### config.mk
export PLATFORM = sky130hd
export DESIGN_NAME = uart_rx_line_capture
export DESIGN_NICKNAME = d
export VERILOG_FILES = /design/src/rtl/uart_rx_line_capture.sv
export SDC_FILE = /design/constraint.sdc
export NUM_CORES = 1
export LEC_CHECK = 0
export CORE_MARGIN = 3
export CORE_UTILIZATION = 40
export DETAILED_ROUTE_END_ITERATION = 8
export GPL_TIMING_DRIVEN = 0
export PLACE_DENSITY = 0.64
export RECOVER_POWER = 50
export SYNTH_ARGS = -nofsm -noshare
export SYNTH_HDL_FRONTEND = slang
export SYNTH_SLANG_ARGS = --single-unit
### constraint.sdc
create_clock -name i_clk_20mhz -period 3.7 [get_ports i_clk_20mhz]
set_clock_uncertainty 0.1 [all_clocks]
set_input_delay 0.37 -clock i_clk_20mhz [delete_from_list [all_inputs] [get_ports i_clk_20mhz]]
set_output_delay 0.37 -clock i_clk_20mhz [all_outputs]
set_load 0.05 [all_outputs]
### src/rtl/uart_rx_line_capture.sv
// uart_rx_line_capture
//
// Assembles bytes from a UART receiver into one text line of up to 32 characters
// and presents it to a consumer as a fixed 34-byte record.
//
// The record always ends in CR/LF (bytes 32..33). Unused payload bytes read as
// spaces. A skip byte (CR by default) is dropped on arrival. A terminator byte
// (LF by default) closes a non-empty line. Characters past the 32nd are thrown
// away, and the presented line is then flagged as truncated. While a line is on
// offer, every incoming byte is discarded and reported with a one-cycle pulse.
//
// Ports
//   i_clk_20mhz   in   1    clock; all state updates on the rising edge
//   i_rst_20mhz   in   1    asynchronous active-low reset
//   i_rx_data     in   8    received byte
//   i_rx_valid    in   1    one-cycle qualifier for i_rx_data (no backpressure)
//   i_line_ack    in   1    consumer releases the presented line
//   o_line_ascii  out  272  line record; byte 0 (first char) in [271:264]
//   o_line_valid  out  1    a completed line is held on o_line_ascii
//   o_line_len    out  6    stored payload characters, 0..32
//   o_line_trunc  out  1    presented line lost characters past 32
//   o_rx_drop     out  1    pulse per byte discarded while a line is presented

module uart_rx_line_capture #(
   parameter logic [7:0] p_term_char = 8'h0A,
   parameter logic [7:0] p_skip_char = 8'h0D
) (
   input  logic         i_clk_20mhz,
   input  logic         i_rst_20mhz,
   input  logic [7:0]   i_rx_data,
   input  logic         i_rx_valid,
   output logic [271:0] o_line_ascii,
   output logic         o_line_valid,
   input  logic         i_line_ack,
   output logic [5:0]   o_line_len,
   output logic         o_line_trunc,
   output logic         o_rx_drop
);

   typedef enum logic [1:0] {
      ST_RXLINE_ACCUM   = 2'd0,
      ST_RXLINE_DISCARD = 2'd1,
      ST_RXLINE_PRESENT = 2'd2
   } state_e;

   localparam logic [5:0]        MaxChars  = 6'd32;
   localparam logic [31:0][7:0] BlankLine = {32{8'h20}};

   state_e           state_q, state_d;
   logic [5:0]       count_q, count_d;
   // Element 31 holds character 0 so the packed array maps straight onto the
   // output with the first character in the top byte.
   logic [31:0][7:0] buf_q, buf_d;
   logic             line_valid_q, line_valid_d;
   logic [5:0]       line_len_q, line_len_d;
   logic             line_trunc_q, line_trunc_d;
   logic             rx_drop_q, rx_drop_d;

   logic is_skip;
   logic is_term;

   assign is_skip = (i_rx_data == p_skip_char);
   assign is_term = (i_rx_data == p_term_char);

   always_comb begin
      state_d      = state_q;
      count_d      = count_q;
      buf_d        = buf_q;
      line_valid_d = line_valid_q;
      line_len_d   = line_len_q;
      line_trunc_d = line_trunc_q;
      rx_drop_d    = 1'b0;

      case (state_q)
         ST_RXLINE_ACCUM: begin
            // The skip byte takes priority. If it equals the terminator, it is still just dropped.
            if (i_rx_valid && !is_skip) begin
               if (is_term) begin
                  // Empty lines are swallowed rather than presented.
                  if (count_q != 6'd0) begin
                     state_d      = ST_RXLINE_PRESENT;
                     line_valid_d = 1'b1;
                     line_len_d   = count_q;
                     line_trunc_d = 1'b0;
                  end
               end else if (count_q < MaxChars) begin
                  buf_d[5'd31 - count_q[4:0]] = i_rx_data;
                  count_d                     = count_q + 6'd1;
               end else begin
                  state_d = ST_RXLINE_DISCARD;
               end
            end
         end

         ST_RXLINE_DISCARD: begin
            if (i_rx_valid && is_term) begin
               state_d      = ST_RXLINE_PRESENT;
               line_valid_d = 1'b1;
               line_len_d   = MaxChars;
               line_trunc_d = 1'b1;
            end
         end

         ST_RXLINE_PRESENT: begin
            // A byte that arrives in the ack cycle is still dropped.
            rx_drop_d = i_rx_valid;
            if (i_line_ack) begin
               state_d      = ST_RXLINE_ACCUM;
               count_d      = 6'd0;
               buf_d        = BlankLine;
               line_valid_d = 1'b0;
               line_len_d   = 6'd0;
               line_trunc_d = 1'b0;
            end
         end

         default: begin
            state_d      = ST_RXLINE_ACCUM;
            count_d      = 6'd0;
            buf_d        = BlankLine;
            line_valid_d = 1'b0;
            line_len_d   = 6'd0;
            line_trunc_d = 1'b0;
         end
      endcase
   end

   always_ff @(posedge i_clk_20mhz or negedge i_rst_20mhz) begin
      if (!i_rst_20mhz) begin
         state_q      <= ST_RXLINE_ACCUM;
         count_q      <= 6'd0;
         buf_q        <= BlankLine;
         line_valid_q <= 1'b0;
         line_len_q   <= 6'd0;
         line_trunc_q <= 1'b0;
         rx_drop_q    <= 1'b0;
      end else begin
         state_q      <= state_d;
         count_q      <= count_d;
         buf_q        <= buf_d;
         line_valid_q <= line_valid_d;
         line_len_q   <= line_len_d;
         line_trunc_q <= line_trunc_d;
         rx_drop_q    <= rx_drop_d;
      end
   end

   assign o_line_ascii = {buf_q, 8'h0D, 8'h0A};
   assign o_line_valid = line_valid_q;
   assign o_line_len   = line_len_q;
   assign o_line_trunc = line_trunc_q;
   assign o_rx_drop    = rx_drop_q;

endmodule

# Word level (Yosys, flattened, before mapping)

Cells that the tools add are included.

Memories: 0
Bits of input ports: 12
Latch bits: 0
Bits in registers: 273
Bits in read-only memories: 0
Output and inout bits: 281
Bits in writable memories: 0

Div/mod/pow operators: 0
Equal/unequal tests: 13
Order comparisons: 3
Bitwise operators: 1
Mux-type cells: 36
Reductions and logical operators: 9
Multipliers: 0
Shifts and indexed selects: 0
Add/sub/neg operators: 2

Operator list:

| kind                                                              | number |
|---|---|
| two-way mux 256 bit                                               | 4 |
| one-hot mux 256 bit (3 select lines)                              | 1 |
| bitwise mux 256 bit                                               | 1 |
| two-way mux 6 bit                                                 | 8 |
| demux 8 bit (select 5 bit)                                        | 1 |
| one-hot mux 6 bit (3 select lines)                                | 2 |
| == test 8 x 4 -> 1 bit, second input constant                     | 2 |
| AND reduction 5 bit                                               | 3 |
| inequality test 2 bit, second input constant                      | 7 |
| two-way mux 2 bit                                                 | 6 |
| two-way mux 1 bit                                                 | 9 |
| two-way mux 8 bit                                                 | 1 |
| adder 6 x 1 -> 6 bit, second input constant                       | 1 |
| < comparator 5 x 6 -> 1 bit, second input constant                | 1 |
| < comparator 6 bit, second input constant                         | 1 |
| inequality test 3 bit, second input constant                      | 2 |
| one-hot mux 1 bit (3 select lines)                                | 2 |
| one-hot mux 2 bit (3 select lines)                                | 1 |
| nonzero test 6 bit                                                | 1 |
| greater-or-equal comparator 5 x 1 -> 1 bit, second input constant | 1 |
| subtractor 5 bit, first input constant                            | 1 |
| logical AND 1 bit                                                 | 3 |
| == test 2 x 1 -> 1 bit, second input constant                     | 1 |
| == test 2 bit, second input constant                              | 1 |
| other kinds (3)                                                   | 3 |

# Depth between registers and ports, before layout

Gate-level depths: netlist (run 1).

Depth in word-level cells: 10
Gate-level depth with buffers: 8
Depth with buffers taken out: 7

# Worst setup path after synthesis (run 1)

No wires, ideal clock.

Path type: flip-flop to flip-flop
From: register count_q[0]
To: register line_len_q[5], in the netlist o_line_len[5]
Cell stages (with the launch flop): 9
Path buffers: 1
Data required time: 3.475 ns
Slack: 1.634 ns
Library setup time: 0.125 ns
Arrival time: 1.841 ns
Clock period less this slack: 2.066 ns
Path through: dfrtp_1 > inv_1 > ha_1 > nand2b_1 > clkbuf_1 > nor2_2 > a221oi_2 > nand3_4 > mux2_2

Word-level cells in the longest chain between the ends: 3

Ends and longest elaborated chain:

| what                                   | line | RTL |
|---|---|---|
| start, declared                        | 50   | `logic [5:0] count_q, count_d;` |
| start signal, assigned                 | 139  | `count_q <= count_d;` |
| nonzero test 6 bit                     | 80   | `if (count_q != 6'd0) begin` |
| inequality test 2 bit (no source line) | --   |  |
| AND reduction 5 bit (no source line)   | --   |  |
| end signal, assigned                   | 142  | `line_len_q <= line_len_d;` |
| end, declared                          | 55   | `logic [5:0] line_len_q, line_len_d;` |

No other way between the ends.
A chain may end at the register's enable or synchronous reset.

# Final worst setup path (run 1)

From: register state_q[0]
To: register buf_q, in the netlist o_line_ascii[119]

Word-level cells in the longest chain between the ends: 3

Ends and longest elaborated chain:

| what                                                                            | line | RTL |
|---|---|---|
| start, declared                                                                 | 49   | `state_e state_q, state_d;` |
| start signal, assigned                                                          | 138  | `state_q <= state_d;` |
| == test 2 bit (tied with other cells)                                           | 74   | `case (state_q)` |
| inequality test 2 bit (no source line) / inverter 1 bit (equally long branches) | --   |  |
| AND reduction 5 bit (no source line)                                            | --   |  |
| end signal, assigned                                                            | 132  | `buf_q <= BlankLine;` |
| end signal, assigned                                                            | 140  | `buf_q <= buf_d;` |
| end, declared                                                                   | 53   | `logic [31:0][7:0] buf_q, buf_d;` |

Parallel ways exist; a longest one is shown, timed or not.

==> flow_results.org, run 1 <==
** Outcome
- Run status :: finished clean

** Critical path
- The worst setup path is captured at a flip-flop.
- Critical register-to-register path endpoint :: o_line_ascii[119]$_DFFE_PN0P_
- Arrival time reported for the critical path endpoint :: 3.10 ns
- Largest fanout on the critical path :: 10
- Path type of the worst setup path :: flip-flop to flip-flop
- The worst register-to-register path begins at state_q[0]$_DFFE_PN0P_.
- The worst setup path is launched from a flip-flop.
- WP data required :: 4.03 ns
- Across all register-to-register paths, the minimum setup slack is 0.93 ns.
- Number of cell instances on the worst register-to-register path :: 7

** Timing
- Setup violations remaining at the end of the flow were counted as 0.
- The worst path needs 2.77 ns of the cycle, external delays included.
- Fin crit share :: between 70% and 80%
- RSZ-0062 raised after global routing :: false
- Hold timing on the final database bottoms out at a slack of 0.291 ns.
- At the pin with the least slew margin, the transition time is 1.41 ns.
- Max Slew Vio Count :: 0
- The number of hold violations in the final report came to 0.
- Achievable clock frequency :: 361 MHz
- The worst pin sits at a relative slew slack of under 10%.

** CTS
- Clock tree synthesis inserted a total of 29 buffers.
- Clock tree synthesis found a total of between 200 and 300 sinks.
- Bufs on Longest Clock Path :: 3
- In this run the number of H-tree levels came out at 1.
- The cell sitting at the root of the clock tree is a sky130_fd_sc_hd__clkbuf_16.
- Post-CTS sizing :: 0
- The number of hold buffers added after CTS was 1.
- The number of setup buffers added after CTS is 0.
- At the later pin of the worst-skew pair, clock insertion delay measures approximately 0.54 ns.
- Clock transition at the register clock pins on the worst setup and hold paths after CTS :: roughly 0.060 ns
- Clock tree from TritonCTS :: done

** Place
- Summing all placed instances gives a cell area of 14100 um^2.
- RePlAce Congestion :: approximately 0.84
- Cell count after placement :: about 1400
- In this run the tool buffered the top-level ports with ~280 buffer cells.
- After legalization and detailed placement, the total HPWL measured around 23000 um.

** Layout
- Fraction of layout instances using a drive strength above 1 :: between 10% and 20%
- The count of cells in the finished layout, fillers not included, comes to ~1500.
- Relative to the synthesized area, the layout overhead comes to 39.2%.
- The final layout contains ~1100 nets.
- Design Area, Final :: between 15000 and 20000 um^2
- 0 antenna diodes ended up in the layout.
- Filler cell count in the final layout :: ~2200

** Yosys
- Yosys printed 0 warnings.
- Counting flops with a built-in enable in the synthesized netlist gives 0.
- The top cell type by area accounts for between 50% and 60% of the synthesized area.
- Leading cell type by number of instances after synthesis :: sky130_fd_sc_hd__dfrtp_1
- Synthesis produced between 800 and 900 cells.
- Top post-synthesis cells by area :: sky130_fd_sc_hd__dfrtp_1 (56%), sky130_fd_sc_hd__a22o_1 (18%), sky130_fd_sc_hd__dfstp_2 (7.8%)
- sky130_fd_sc_hd__dfrtp_1 takes more of the synthesized area than any other cell.
- Fraction of synthesis flops using an asynchronous set or reset pin :: 100%
- In this run the mean area of a mapped cell was between 10 and 15 um^2.
- Synthesized area :: around 11000 um^2
- After synthesis, the netlist uses between 40 and 50 different library cells.
- For this run, the leading register cell type out of synthesis is sky130_fd_sc_hd__dfrtp_1.
- Register bit total from synthesis :: 273
- The commonest cells after synthesis are sky130_fd_sc_hd__dfrtp_1 (241), sky130_fd_sc_hd__a22o_1 (224), sky130_fd_sc_hd__inv_1 (41).
- The share of the Yosys chip area taken by registers is 63.5%.

** Floorplanning
- Measured along the y axis, the die boundary spans roughly 170 um.
- Effective utilization at floorplan :: approximately two fifths
- The floorplan step set the die width to roughly 170 um.
- Boundary Pins :: 293
- The floorplan has a little under 60 rows.
- After floorplanning, the core was sized to cover roughly 26000 um^2.
- Die Footprint :: a little under 30000 um^2

** Worst hold path
- Worst min path class :: input pin to async pin

** Pwr
- Peak supply drop :: 0.627 mV
- In this run the static leakage power is 7.24 nW.
- Power, Total :: 16.6 mW
- Ratio of total power to cell area :: about 1100 nW/um^2

** Global route
- Entering global routing, the biggest net connects 100 pins.
- Wire length of the first global-routing pass :: between 50000 and 60000 um
- Global routing consumed, over all layers together, between 20% and 30% of the routing resources.
- The via count of the first global-routing pass is just over 8000.
- The number of antenna violations at the first check in global routing is 0.
- Summed over all layers, the global routing overflow is 0.

** Detailed routing
- Per-cell via count in the routed design :: ~5.5
- Dividing the detail-routed wire length by the instance count gives between 20 and 25 um.
- The detailed router finished its first iteration with about 660 violations.
- DRC violations left :: 0
- Detailed-routing iteration count for the pre-antenna-repair pass :: 5
- The detailed router placed slightly above 8000 vias in this run.
- Summed over all layers, the routed wires come to about 35000 um.
- In this run the remaining antenna-violating nets after routing total 0.

** Run
- Number of max-cap violations :: 0
area by class of cell:
cell class | count | area (um^2) | area share, %
clock buffer | 43 | 838 | 5.56
clock inverter | 10 | 138 | 0.913
tap | 335 | 419 | 2.78
buffer | 67 | 345 | 2.29
timing repair buffer | 279 | 2810 | 18.7
multi-input combinational | 434 | 3490 | 23.2
inverter | 42 | 158 | 1.05
sequential | 273 | 6870 | 45.6
worst max path at each step:
stage,from,to,slack [ns],cells after the start
after CTS,count_q[4]$_DFFE_PN0P_,o_line_trunc$_DFFE_PN0P_,1.09,6
final,state_q[0]$_DFFE_PN0P_,o_line_ascii[119]$_DFFE_PN0P_,0.93,7
after global placement,i_rst_20mhz,o_line_ascii[130]$_DFFE_PN0P_,-9.57,1
after global routing,i_rst_20mhz,o_line_ascii[109]$_DFFE_PN1P_,0.72,4
after floorplan,count_q[0]$_DFFE_PN0P_,o_line_len[5]$_DFFE_PN0P_,1.63,8
after detailed placement,i_rx_data[4],o_line_ascii[217]$_DFFE_PN0P_,0.75,7
metrics by stage:
step,setup TNS [ns],setup WS (ns),utilization (%)
detailed placement,0,0.753,53.6
global route,0,0.721,57.2
finish,0,0.933,57.2
CTS,0,1.09,57.3
global placement,-2490.70,-9.57,53.4
floorplan,0,1.63,-
routing by layer:
metal  global-route usage, %  vias up  part of all wire (%)
met3                    5.43       52                   7.1
met4                    6.31        0                   2.7
met2                    35.4      300                    45
li1                        -     3606                     -
met5                       0        -                     0
met1                    34.0     4195                    45
cells by family (layout without fill, tap and decap cells):
| group | count (synthesis) | after routing | synth area share, % |
|---|---|---|---|
| AOI/OAI and AO/OA | 312 | 312 | 26.3 |
| adders and majority gates | 4 | 4 | 0.462 |
| buffers and inverters | 109 | 441 | 4.73 |
| DFF | 273 | 273 | 63.5 |
| muxes | 7 | 7 | 0.670 |
| other | 2 | 16 | 0.0694 |
| and+or+nand+nor | 95 | 95 | 4.36 |
state kept, by name, indices dropped and copies added (netlist names):
register      flops
count_q           6
o_line_ascii    256
o_line_len        6
o_line_trunc      1
o_line_valid      1
o_rx_drop         1
state_q           2
cell usage in the layout (no fill, tap or decap), drive strengths merged, types with 3 or more instances in the layout:
cell / count
dfrtp: 241
a22o: 224
clkdlybuf4s50: 149
dlygate4sd3: 127
clkbuf: 83
inv: 44
nor2: 41
a21oi: 39
a22oi: 32
dfstp: 32
buf: 30
nand2: 19
conb: 16
nand2b: 8
and2: 6
o21ai: 6
and3: 5
mux2i: 5
nand3: 5
ha: 4
nor3: 4
clkinv: 3
bufinv: 3
worst max-delay path: stages (launching register included):
cell and delay, ns:
sky130_fd_sc_hd__dfrtp_1 0.35, sky130_fd_sc_hd__clkbuf_1 0.32, sky130_fd_sc_hd__nor2_1 0.09, sky130_fd_sc_hd__nor2_1 0.14
sky130_fd_sc_hd__clkbuf_1 0.72, sky130_fd_sc_hd__buf_2 0.54, sky130_fd_sc_hd__a21oi_4 0.11, sky130_fd_sc_hd__a22o_1 0.28
power by group:
| part | internal, mW | switching (mW) |
|---|---|---|
| sequential | 4.20 | 0.723 |
| clock | 1.78 | 1.20 |
| combinational | 2.70 | 6.04 |
Power figures use the tool's default switching activity.
==> run 2: changes to the inputs <==
--- a/config.mk
+++ b/config.mk
@@ -9,7 +9,7 @@
 export CORE_UTILIZATION = 40
 export DETAILED_ROUTE_END_ITERATION = 8
 export GPL_TIMING_DRIVEN = 0
-export PLACE_DENSITY = 0.64
+export PLACE_DENSITY = 0.67
 export RECOVER_POWER = 50
 export SYNTH_ARGS = -nofsm -noshare
 export SYNTH_HDL_FRONTEND = slang
==> constraint.sdc (replaced) <==
create_clock -name i_clk_20mhz -period 2.39 [get_ports i_clk_20mhz]
set_clock_uncertainty 0.1 [all_clocks]
set_input_delay 0.239 -clock i_clk_20mhz [delete_from_list [all_inputs] [get_ports i_clk_20mhz]]
set_output_delay 0.239 -clock i_clk_20mhz [all_outputs]
set_load 0.05 [all_outputs]
==> run 2 against run 1 <==
Net effect:
- the run now ends with negative setup slack left
- critical path depth fell by 1
- sequential share of layout area fell by 0.36 points
- register-to-register slack got worse by 0.94 ns
- utilization rose by 0.47 points
- wire length fell by 1.1%
- setup slack got worse by 0.94 ns
- highest routed layer unchanged
- largest power group unchanged
- clock power rose by 54%
==> flow_results.org, run 2 (synthesized netlist as in run 1, its figures left out) <==
** Outcome
- The run finished, with violations left.
- The final reports fail on negative setup slack.

** Critical path
- The worst setup path is of the flip-flop to flip-flop kind.
- Chain of cells forming the critical path :: or2_2, clkbuf_1, nor2_4, a221oi_2, nand3_4, mux2_2
- Measured in cells, the most critical reg-to-reg path has a length of 6.
- Crit-path max cell delay :: 0.55 ns
- The worst setup path is captured at a flip-flop.
- WP data required :: between 2 and 3 ns
- Data on the critical path arrives at its endpoint at roughly 2.7 ns.
- STA classifies the critical path startpoint as a flip-flop.
- Of all nets on the critical path, the largest fanout is 9.
- The slowest stage of the critical path is the sky130_fd_sc_hd__clkbuf_1 cell.

** Detailed routing
- The pre-antenna-repair detailed-routing pass consisted of 5 iterations.
- The detailed router placed 8121 vias in this run.
- Number of antenna-violating nets in the routed design :: 0
- Dividing the detail-routed via count by the number of cells gives 5.48.
- Drt first-iter violations :: 706
- For this block, the routed nets add up to 34400 um of wire.
- DRC violations left :: 0
- Wire length per cell :: between 20 and 25 um

** CTS
- Bufs on Longest Clock Path :: 3
- The tree is rooted in a sky130_fd_sc_hd__clkbuf_16.
- Clock network latency to the later pin of the worst-skew pair :: 0.54 ns
- TritonCTS built the clock tree.
- The tree built by TritonCTS fans out to about 270 sinks.
- Clock tree synthesis inserted a total of 29 buffers.
- CTS built an H-tree with a depth of 1.
- Clock transition at the register clock pins on the worst setup and hold paths after CTS :: approximately 0.070 ns

** Place
- The number of placed instances, taps included, is approximately 1400.
- RePlAce Congestion :: 0.830
- Hpwl dp :: around 23000 um
- OpenSTA, run right after detailed placement, puts the worst setup slack at -0.405 ns.
- Total of buffers placed on input and output ports :: roughly 280

** Floorplanning
- Die width :: 171 um
- Number of placement rows :: ~60
- For this configuration, the core starts out at a cell density of about two fifths.
- CORE AREA :: approximately 26000 um^2
- Y dimension of the die :: between 150 and 200 um
- Boundary Pins :: ~300
- The floorplan step defined a die boundary enclosing a little under 30000 um^2.

** Layout
- Highest-count cells in the layout ignoring fill and taps :: sky130_fd_sc_hd__dfrtp_1 (240), sky130_fd_sc_hd__a22o_1 (224), sky130_fd_sc_hd__clkdlybuf4s50_1 (163), sky130_fd_sc_hd__dlygate4sd3_1 (113), sky130_fd_sc_hd__inv_1 (41)
- Final core utilization :: roughly 58%
- The finished layout holds 1483 standard cells, fillers aside.
- Largest register FFs :: roughly 260
- From synthesis to final layout, the design area changed by 40.4%.
- The final layout contains 1141 nets.
- Leaving out fill and tap cells, the most frequent cell in the layout is sky130_fd_sc_hd__dfrtp_1.
- Diodes inserted :: 0
- Of the cells placed in the final design, the portion with a size suffix greater than 1 is 17.3%.

** Timing
- Achievable clock frequency :: between 400 and 500 MHz
- Fin crit share :: 101%
- Sum of negative setup slack :: -0.0235 ns
- RSZ-0062 raised after global routing :: true
- Max-slew headroom :: 23.5%
- At the pin with the least slew margin, the transition time is around 1.1 ns.
- In the post-route analysis, the smallest setup slack over all paths is -0.0122 ns.
- The number of hold violations in the final report was 0.
- Shortest clock period the worst path allows after layout :: 2.40 ns
- Total of endpoints with negative setup slack in the final report :: 2
- The final-report max-slew violation count came to 0.

** Pwr
- Reported leakage power :: ~7.3 nW
- Peak supply drop :: about 0.95 mV
- Power, Total :: 25.9 mW
- For this design the ratio of total power to cell area is ~1700 nW/um^2.

** Global route
- Vias in the first global route :: ~8000
- The total overflow left after global routing is 0.
- Gr usage total :: between 20% and 30%
- The number of antenna violations at the first check in global routing was 0.
- Pin count of the biggest net entering global routing :: between 100 and 150
- The first global-routing pass estimated between 50000 and 60000 um of wire.

** Run
- Number of max-cap violations :: 0

** Worst hold path
- The worst hold path passes through 3 cells.
- Worst min path class :: input pin to flip-flop
-- run 2: cell type report --
| class | count | area (um^2) |
|---|---|---|
| multi-input combinational | 434 | 3570 |
| clock inverter | 10 | 134 |
| sequential | 273 | 6870 |
| clock buffer | 44 | 832 |
| fill | 2213 | 11200 |
| tap | 335 | 419 |
| timing repair buffer | 280 | 2830 |
| inverter | 42 | 158 |
| buffer | 65 | 379 |
-- run 2: layer usage --
layer,GRT usage [%],up-vias,wire length (um)
met5,0,-,0
met4,4.83,0,576
met3,5.73,34,2390
met2,36.5,293,15900
met1,33.2,4203,15400
li1,-,3591,-
-- run 2: power by group --
| part | internal [mW] | switching, mW | leakage (nW) |
|---|---|---|---|
| logic | 4.27 | 9.38 | 3.30 |
| registers | 6.51 | 1.15 | 3.53 |
| clock network | 2.72 | 1.85 | 0.468 |
| total | 13.5 | 12.4 | 7.30 |
-- run 2: critical path, delay by kind of cell (launching register included) --
kind / cells / cell delay [ns]
buffers and inverters: 1 / 0.55
DFF: 1 / 0.49
and+or+nand+nor: 3 / 0.47
AOI/OAI and AO/OA: 1 / 0.34
muxes: 1 / 0.32
-- run 2: through the flow --
step / instance area, um^2 / hold WS [ns]
CTS: 15100 / 0.0888
finish: 15200 / 0.257
global route: 15200 / 0.283
global placement: 14100 / 0.358
floorplan: 10900 / -0.157
detailed placement: 14100 / 0.0575
-- run 2: path summary, 6_finish.rpt --
| check | slack (ns) | end | start |
|---|---|---|---|
| setup / recovery | -0.01 | o_line_trunc$_DFFE_PN0P_ | count_q[4]$_DFFE_PN0P_ |
| hold / removal | 0.26 | o_rx_drop$_DFF_PN0_ | i_rx_valid |
| setup reg to reg | -0.01 | o_line_trunc$_DFFE_PN0P_ | count_q[4]$_DFFE_PN0P_ |
| hold reg to reg | 0.37 | o_line_ascii[189]$_DFFE_PN1P_ | o_line_ascii[189]$_DFFE_PN1P_ |
| max in group asynchronous | 0.67 | o_line_ascii[242]$_DFFE_PN0P_ | i_rst_20mhz |
| min in group asynchronous | 0.37 | count_q[4]$_DFFE_PN0P_ | i_rst_20mhz |
-- run 2: repair_timing --
action,in CTS,in global routing
endpoints found under the setup margin,142,157
endpoints found under the hold margin,245,0
pin swaps,0,1
hold buffers,1,0
resized for setup,27,34
buffers inserted,0,1
==> run 3: changes to the inputs <==
--- a/config.mk
+++ b/config.mk
@@ -11,6 +11,8 @@
 export GPL_TIMING_DRIVEN = 0
 export PLACE_DENSITY = 0.67
 export RECOVER_POWER = 50
+export SETUP_SLACK_MARGIN = 0.5
 export SYNTH_ARGS = -nofsm -noshare
 export SYNTH_HDL_FRONTEND = slang
 export SYNTH_SLANG_ARGS = --single-unit
+export TNS_END_PERCENT = 100
==> run 3 against run 2 <==
Net effect:
- die area unchanged
- non-clock buffer count up 74
- sequential share of layout area down 2.0 points
- the flow now finishes without violations
- total power up 1.3%
- clock power about the same
- critical endpoint is now o_line_ascii[191]$_DFFE_PN0P_
- largest power group unchanged
==> flow_results.org, run 3 (synthesized netlist as in run 1, its figures left out) <==
** Outcome
- Run status :: finished clean

** Floorplanning
- Die width :: roughly 170 um
- In this run the standard cell core region covers about 26000 um^2.
- The floorplan has roughly 60 rows.
- The floorplan step set the die height to between 150 and 200 um.
- For this configuration, the core starts out at a cell density of between 40% and 50%.
- Pin placement for this block handled 293 I/O pins.
- The die covers 29100 um^2.

** Timing
- The number of hold violations in the final report was 0.
- Timing would allow up to roughly 480 MHz.
- The smallest clock period supported by the final layout is computed as roughly 2.1 ns.
- Fin crit share :: between 80% and 90%
- Max-slew headroom :: around 14%
- Tightest hold margin :: 0.194 ns
- Max Slew Vio Count :: 0
- Worst-Margin Slew :: 1.29 ns
- RSZ-0062 raised after global routing :: true
- Setup violations remaining at the end of the flow were counted as 0.

** CTS
- Clock network latency to the later pin of the worst-skew pair :: ~0.55 ns
- Bufs on Longest Clock Path :: 3
- In this run the clock root is driven by a sky130_fd_sc_hd__clkbuf_16.
- TritonCTS built the clock tree.
- CTS built an H-tree with a depth of 1.
- The number of clock buffers added by TritonCTS is 29.
- CTS saw around 270 sinks.
- Clock transition at the register clock pins on the worst setup and hold paths after CTS :: about 0.060 ns

** Detailed routing
- Wire length per cell :: roughly 23 um
- The detailed router finished its first iteration with between 600 and 700 violations.
- Number of vias after detailed routing :: 8535
- The first detailed-routing pass took 5 iterations.
- Number of antenna-violating nets in the routed design :: 0
- Total wire length :: roughly 36000 um
- After detailed routing, the number of remaining DRC violations is 0.
- Using the TritonRoute via totals, the vias-per-cell ratio works out to 5.48.

** Place
- Hpwl dp :: between 20000 and 25000 um
- Cell count after placement :: between 1000 and 1500
- Total of buffers placed on input and output ports :: 276
- The placed instances occupy a cell area of 14200 um^2.
- The congestion estimate from routability-driven global placement came to between 0.8 and 0.9.

** Pwr
- Comb power frac :: between 50 and 60%
- Total net switching power :: 12.9 mW
- Registers are responsible for 29.1% of the overall power.
- The internal power of the cells totals 13.3 mW.
- Switching share of total power :: 49.1%
- Reported leakage power :: approximately 8 nW
- Clock share of power :: 17.5%
- IR analysis of the VDD net gives a maximum drop of about 0.95 mV.
- Ratio of total power to cell area :: around 1600 nW/um^2

** Critical path
- Largest fanout on the critical path :: 8
- By startpoint and endpoint, the worst setup path is classified as flip-flop to flip-flop.
- Among the stages of the critical path, the cell type that occurs most often is sky130_fd_sc_hd__buf_12.
- STA classifies the critical path endpoint as a flip-flop.
- The critical path starts at count_q[5]$_DFFE_PN0P_.
- Grouping stages by cell kind, the critical path spends the most delay in buffers and inverters.
- Critical path launch point type :: flip-flop
- Crit-path max cell delay :: between 0.4 and 0.5 ns
- Buffers and inverters on the worst path :: 4
- In this run the critical register-to-register path is launched from count_q[5]$_DFFE_PN0P_.
- Chain of cells forming the critical path :: nor2_1, and3_1, buf_6, o22a_1, buf_12, buf_12, buf_16, a21oi_4, a22o_1
- WP data required :: 2.72 ns
- Arrival time reported for the critical path endpoint :: approximately 2.4 ns
- Crit-path slowest cell :: sky130_fd_sc_hd__dfrtp_2

** Layout
- Post-synthesis to final-layout area growth :: 46.9%
- The register with the most flip-flops in the layout has around 260 of them.
- Most common cell after layout, fill and taps aside :: sky130_fd_sc_hd__dfrtp_1
- Of the cells placed in the final design, the portion with a size suffix greater than 1 is between 20 and 30%.
- The top cell types in the final layout, fill and taps aside, are sky130_fd_sc_hd__dfrtp_1 (237), sky130_fd_sc_hd__a22o_1 (224), sky130_fd_sc_hd__dlygate4sd2_1 (171), sky130_fd_sc_hd__clkbuf_1 (84), sky130_fd_sc_hd__buf_4 (76).
- At the end of the flow the core is filled with cells to 60.4%.
- At the end of the flow, the number of nets in the layout was around 1200.
- The filler cells instantiated in the layout total ~2200.
- Once layout is complete, the cells apart from fillers number 1557.
- Design Area, Final :: around 16000 um^2

** Worst hold path
- In this run the most critical hold path is launched from i_rx_data[5].
- Worst min path class :: input pin to flip-flop

** Global route
- The via count of the first global-routing pass is around 8600.
- The first global-routing pass estimated between 50000 and 60000 um of wire.
- For this run the aggregate overflow at the end of global routing stands at 0.
- For this run, the total global-route usage over all layers was measured as 23.8%.
- Number of antenna violations at the first check in global routing :: 1
- Pin count of the biggest net entering global routing :: around 120

** Run
- Number of max-cap violations :: 0
## run 3: power by group through the flow
| stage | combinational [mW] | sequential [mW] | clock, mW |
|---|---|---|---|
| floorplan | 3.21 | 13.4 | 0 |
| global placement | 13.8 | 7.70 | 0 |
| detailed placement | 13.9 | 7.67 | 0 |
| CTS | 14.1 | 7.62 | 4.67 |
| global route | 14.6 | 7.83 | 4.83 |
| finish | 14.0 | 7.62 | 4.60 |
## run 3: path summary, 6_finish.rpt
check	end	slack, ns	cells past startpoint
setup / recovery	o_line_ascii[191]$_DFFE_PN0P_	0.31	9
hold / removal	o_line_ascii[93]$_DFFE_PN1P_	0.19	4
setup reg to reg	o_line_ascii[191]$_DFFE_PN0P_	0.31	9
hold reg to reg	o_line_ascii[181]$_DFFE_PN1P_	0.37	2
max in group asynchronous	o_line_ascii[220]$_DFFE_PN0P_	0.57	3
min in group asynchronous	o_rx_drop$_DFF_PN0_	0.42	2
## run 3: timing repair
| item | 4_1_cts | 5_1_grt |
|---|---|---|
| setup buffers | 38 | 30 |
| endpoints found under the setup margin | 533 | 330 |
| hold endpoints to repair | 138 | 0 |
| pin swaps | 145 | 120 |
| resized for setup | 437 | 119 |
| gates cloned | 3 | 2 |
| hold buffers | 1 | 0 |
## run 3: tightest hold or removal path, delay by kind of cell
family / cells / cell delay (ns)
buffers and inverters: 2 / 0.32
AOI/OAI and AO/OA: 1 / 0.13
and+or+nand+nor: 1 / 0.10
## run 3: cell type report
type	count	area, um^2	area share (%)
Timing Repair Buffer	352	2900	18.2
Clock buffer	45	886	5.57
Antenna cell	1	2.50	0.0157
Inverter	42	158	0.991
Buffer	67	606	3.81
Sequential cell	273	6880	43.2
Tap cell	335	419	2.63
Multi-Input combinational cell	434	3960	24.9
Clock inverter	8	98.8	0.621
## run 3: metrics by stage
step	power [mW]	TNS [ns]	worst slack [ns]
2_1_floorplan	16.6	0	0.438
3_3_place_gp	21.5	-2842.27	-10.60
3_5_place_dp	21.6	-68.04	-0.413
4_1_cts	26.4	0	0.307
5_1_grt	27.2	0	0.209
6_report	26.2	0	0.313
## run 3: routing by layer
layer	global-route usage, %	wire (um)	up-vias
li1	-	-	3745
met4	6.56	905	0
met5	0	0	-
met3	5.18	2740	56
met1	33.8	15900	4367
met2	37.4	16800	367
